### src/rtl/quiz_buzzer_controller.sv
// Quiz buzzer round controller: first-press detection with round-robin
// tie-break, false-start fouls and round timeout, sequenced by arm/clear.
module quiz_buzzer_controller #(
    parameter int N_PLAYERS      = 4,
    parameter int TIMEOUT_CYCLES = 1000
) (
    input  logic                         clk,
    input  logic                         rst_n,
    input  logic                         arm,
    input  logic                         clear,
    input  logic [N_PLAYERS-1:0]         buzz,
    output logic                         armed,
    output logic                         winner_valid,
    output logic [$clog2(N_PLAYERS)-1:0] winner_id,
    output logic [N_PLAYERS-1:0]         winner_onehot,
    output logic                         timeout,
    output logic [N_PLAYERS-1:0]         foul
);

    localparam int IDW = $clog2(N_PLAYERS);
    localparam int TW  = $clog2(TIMEOUT_CYCLES);
    localparam logic [TW-1:0]  TMAX   = TW'(TIMEOUT_CYCLES - 1);
    localparam logic [IDW-1:0] ID_MAX = IDW'(N_PLAYERS - 1);
    localparam logic [IDW:0]   N_EXT  = (IDW + 1)'(N_PLAYERS);

    typedef enum logic [1:0] {
        S_IDLE    = 2'd0,
        S_ARMED   = 2'd1,
        S_WON     = 2'd2,
        S_EXPIRED = 2'd3
    } state_t;

    state_t               state_q, state_d;
    logic [N_PLAYERS-1:0] buzz_q;
    logic [N_PLAYERS-1:0] foul_q, foul_d;
    logic [IDW-1:0]       ptr_q, ptr_d;
    logic [IDW-1:0]       win_id_q, win_id_d;
    logic [TW-1:0]        timer_q, timer_d;

    logic [N_PLAYERS-1:0] press;
    logic [N_PLAYERS-1:0] eligible;
    logic                 found;
    logic [IDW-1:0]       pick;
    logic [IDW:0]         cand;

    // Rising-edge detect on the already-synchronous buttons; fouled players are never eligible
    always_comb begin
        press    = buzz & ~buzz_q;
        eligible = press & ~foul_q;
    end

    // Round-robin search starting at ptr: first eligible player in wrap-around order
    always_comb begin
        found = 1'b0;
        pick  = '0;
        cand  = '0;
        for (int k = 0; k < N_PLAYERS; k++) begin
            cand = {1'b0, ptr_q} + (IDW + 1)'(k);
            if (cand >= N_EXT) begin
                cand = cand - N_EXT;
            end
            if (!found && eligible[cand[IDW-1:0]]) begin
                found = 1'b1;
                pick  = cand[IDW-1:0];
            end
        end
    end

    // Next-state logic; clear overrides everything, including arm, presses and expiry
    always_comb begin
        state_d  = state_q;
        foul_d   = foul_q;
        ptr_d    = ptr_q;
        win_id_d = win_id_q;
        timer_d  = timer_q;
        if (clear) begin
            state_d  = S_IDLE;
            foul_d   = '0;
            win_id_d = '0;
            timer_d  = '0;
        end else begin
            case (state_q)
                S_IDLE: begin
                    // Any press before the round opens is a false start
                    foul_d = foul_q | press;
                    if (arm) begin
                        state_d = S_ARMED;
                        timer_d = '0;
                    end
                end
                S_ARMED: begin
                    // A win in the final count cycle beats expiry
                    if (found) begin
                        state_d  = S_WON;
                        win_id_d = pick;
                        ptr_d    = (pick == ID_MAX) ? '0 : pick + IDW'(1);
                    end else if (timer_q == TMAX) begin
                        state_d = S_EXPIRED;
                    end else begin
                        timer_d = timer_q + TW'(1);
                    end
                end
                S_WON, S_EXPIRED: begin
                    state_d = state_q;
                end
                default: begin
                    state_d = S_IDLE;
                end
            endcase
        end
    end

    // State and latched registers; buzz_q resets high so a button held through reset is not a press
    always_ff @(posedge clk or negedge rst_n) begin
        if (!rst_n) begin
            state_q  <= S_IDLE;
            buzz_q   <= '1;
            foul_q   <= '0;
            ptr_q    <= '0;
            win_id_q <= '0;
            timer_q  <= '0;
        end else begin
            state_q  <= state_d;
            buzz_q   <= buzz;
            foul_q   <= foul_d;
            ptr_q    <= ptr_d;
            win_id_q <= win_id_d;
            timer_q  <= timer_d;
        end
    end

    // Outputs decoded purely from registers, so no input reaches an output combinationally
    always_comb begin
        armed         = (state_q == S_ARMED);
        winner_valid  = (state_q == S_WON);
        winner_id     = (state_q == S_WON) ? win_id_q : '0;
        winner_onehot = (state_q == S_WON) ? (N_PLAYERS'(1) << win_id_q) : '0;
        timeout       = (state_q == S_EXPIRED);
        foul          = foul_q;
    end

endmodule

### config.mk
export PLATFORM = sky130hd
export DESIGN_NAME = quiz_buzzer_controller
export DESIGN_NICKNAME = d
export VERILOG_FILES = /design/src/rtl/quiz_buzzer_controller.sv
export SDC_FILE = /design/constraint.sdc
export NUM_CORES = 1
export LEC_CHECK = 0
export CORE_MARGIN = 4
export CORE_UTILIZATION = 55
export CTS_BUF_LIST = sky130_fd_sc_hd__clkbuf_4
export CTS_CLUSTER_DIAMETER = 60
export DETAILED_ROUTE_END_ITERATION = 16
export PLACE_DENSITY = 0.85
export SETUP_SLACK_MARGIN = 0.05
export SLEW_MARGIN = 15
export SYNTH_ARGS = -nofsm -noshare
export SYNTH_HDL_FRONTEND = slang
export SYNTH_SLANG_ARGS = --single-unit
### constraint.sdc
create_clock -name clk -period 2.6 [get_ports clk]
set_input_delay 0.65 -clock clk [delete_from_list [all_inputs] [get_ports clk]]
set_output_delay 0.65 -clock clk [all_outputs]
set_load 0.005 [all_outputs]
==> impl_metrics.yaml <==
clocking:
  tritoncts: "done"
  clock_latency_ps: 320
  cts_root_buffer: "clkbuf_4"
  clockBufferDepth: 2
  clkTransAtPathRegs_ps: 130
  clkSinkCount: 24
  cts_buffers: 3
  cts_htree_levels: 1
critical_path:
  start_kind: "flip-flop"
  crit_fanout: 7
  path_class: "flip-flop to output pin"
  arrival_ps: 1760
  required_ps: 1950
  regToRegSetupSlack_ps: 620
  end_kind: "output pin"
run:
  cap_violations: 0
drt:
  drtAntennaViolNets: 0
  vias: 1161
  wl_per_cell_um: 13.9
  drc: 0
  first_pass_iters: 4
  first_iter_violations: 32
  wirelength_um: 2750
  avgViaCountPerCell: 5.89
finish:
  antenna_cells: 0
  layout-drive-gt1-share_pct: 17.8
  area_delta_synth_final_pct: 23.0
  nets: 179
  final_cell_mix: "dfrtp_1 (20), clkdlybuf4s50_1 (20), nor2_1 (15)"
  stdcell_area_um2: 1680
yosys:
  yosysWarnings: 0
  synthArstFlopShare_pct: 100
  ys_ff_latch: 24
  avgSynthCellArea_um2: 9.73
  synth_cell_types: 40
  syn_nets: 149
  ys_seq_area_share_pct: 44.4
  synth_top_cell_area_share_pct: 36.7
  synth-main-ff-cell: "dfrtp_1"
  postSynthCellCount: 140
  synth_area_leaders: "dfrtp_1 (37%), dfstp_2 (7.7%), or4_1 (5.0%), o31ai_1 (4.4%), nor2_1 (4.1%)"
  syn_area_um2: 1360
  synth_edf_count: 0
  synth_top_area_cell: "dfrtp_1"
hold_path:
  hold_class: "flip-flop to flip-flop"
power_and_ir_drop:
  power_frac_seq_pct: 47.8
  intPower_uw: 658
  pwr-share-comb_pct: 22.4
  total_leakage_power_uw: 0.000700
  worst_ir_drop_vdd_uv: 380
  switching_share_pct: 27.9
  totalPowerFinal_uw: 912
  p_clk_share_pct: 29.8
  p_per_area_nw_per_um2: 544
  p_switching_uw: 254
outcome:
  status: "finished, final reports clean"
sta:
  hold_violations: 0
  final.setup.worst_slack_ps: 188
  hold_ws_ps: 567
  finalCritPeriodShare_pct: 92.8
  relSlewSlack_pct: 59.0
  worst_pin_slew_ps: 614
  fin_skew_ps: 2.33
  slew_viol_final: 0
  setup_viol: 0
  setup_tns_ps: 0
  rsz0062_at_grt: "no"
  period_minus_slack_ps: 2410
  fmax_mhz: 415
global_routing:
  antenna_found_initial: 0
  grt_pass1_wl_um: 4840
  grt_use_total_pct: 18.2
  grt_pass1_vias: 1140
  overflow: 0
  grt_start_max_net_pins: 25
placement:
  postPlaceCellArea_um2: 1620
  place_congestion: 0.797
  numPortBuffers: 20
  post-place-ws_ps: 24.3
  hpwl_um: 2080
floorplanning:
  die_area_um2: 3340
  rows: 17
  io_pins: 21
  dieWidth_um: 57.8
  core_um2: 2280
  fp.dieH_um: 57.8
  initial_utilization_pct: 59.9
[what timing repair did]
action                                 4_1_cts  5_1_grt
buffers inserted                             0        0
hold buffers                                 0        0
setup endpoints to repair                    0        2
gates resized for setup                      0        1
endpoints found under the hold margin        0        0
[final timing paths]
kind                                 start                to  cells past startpoint
min in group asynchronous            rst_n           foul[2]                      2
worst max register to register  timer_q[0]        timer_q[9]                      6
worst min register to register    ptr_q[1]          ptr_q[1]                      2
max in group asynchronous            rst_n         buzz_q[0]                      2
worst min-delay path              ptr_q[1]          ptr_q[1]                      2
worst max-delay path            state_q[1]  winner_onehot[3]                      4
[worst max-delay path, cell delays in order, from the launching register on]
cell	delay (ps)
dfrtp_1	470
nor2b_2	250
nand2_1	110
nor2_1	100
clkdlybuf4s50_1	510
[cell type report]
class / instances / area (um^2)
multi-input cells: 102 / 678
flip-flops and latches: 24 / 606
fillers: 158 / 599
repair buffers: 29 / 268
inverters: 10 / 37.5
well taps: 28 / 35.0
clock inverters: 1 / 30.0
clock buffers: 3 / 22.5
[synthesized netlist by cell type (4+ instances only)]
| library cell | count |
|---|---|
| o31ai_1 | 8 |
| o21ai_0 | 4 |
| dfstp_2 | 4 |
| nor2_1 | 15 |
| or4_1 | 9 |
| a21oi_1 | 11 |
| nand2_1 | 11 |
| inv_1 | 10 |
| dfrtp_1 | 20 |
| a31oi_1 | 4 |
[flip-flops by register name (all words and copies together), names as in the netlist]
name      cells
buzz_q        4
foul          4
ptr_q         2
state_q       2
timer_q      10
win_id_q      2
[power groups by stage]
stage	clock network (uW)	registers, uW	logic (uW)
after floorplan	0	437	133
after global placement	0	440	196
after detailed placement	0	442	203
after CTS	277	435	205
after global routing	292	442	226
final	272	436	204
[per-stage QoR]
stage | instances | util, %
5_1_grt | 197 | 73.7
6_report | 197 | 73.7
3_3_place_gp | 193 | 71.2
3_5_place_dp | 193 | 71.2
4_1_cts | 197 | 73.6
2_1_floorplan | 140 | -
[per-layer routing]
| metal | wire length [um] | part of all wire [%] | vias up | track usage [%] |
|---|---|---|---|---|
| met5 | 0 | 0 | - | 0 |
| met2 | 1270 | 46 | 34 | 30.5 |
| li1 | - | - | 574 | - |
| met1 | 1320 | 48 | 548 | 23.8 |
| met4 | 42 | 1.5 | 0 | 7.62 |
| met3 | 117 | 4.3 | 5 | 2.00 |
[cells by family (layout without fill, tap and decap cells)]
kind of cell / after synthesis / after routing / synth area share (%)
AO/OA/AOI/OAI: 34 / 34 / 15.8
XOR/XNOR: 1 / 1 / 0.643
adder cells (fa/ha/maj): 1 / 1 / 0.918
buffers and inverters: 14 / 43 / 5.97
flip-flops: 24 / 24 / 44.4
multiplexers: 3 / 3 / 2.48
AND/OR/NAND/NOR: 63 / 63 / 29.8
Note: power is estimated with default switching activity, not from simulation.
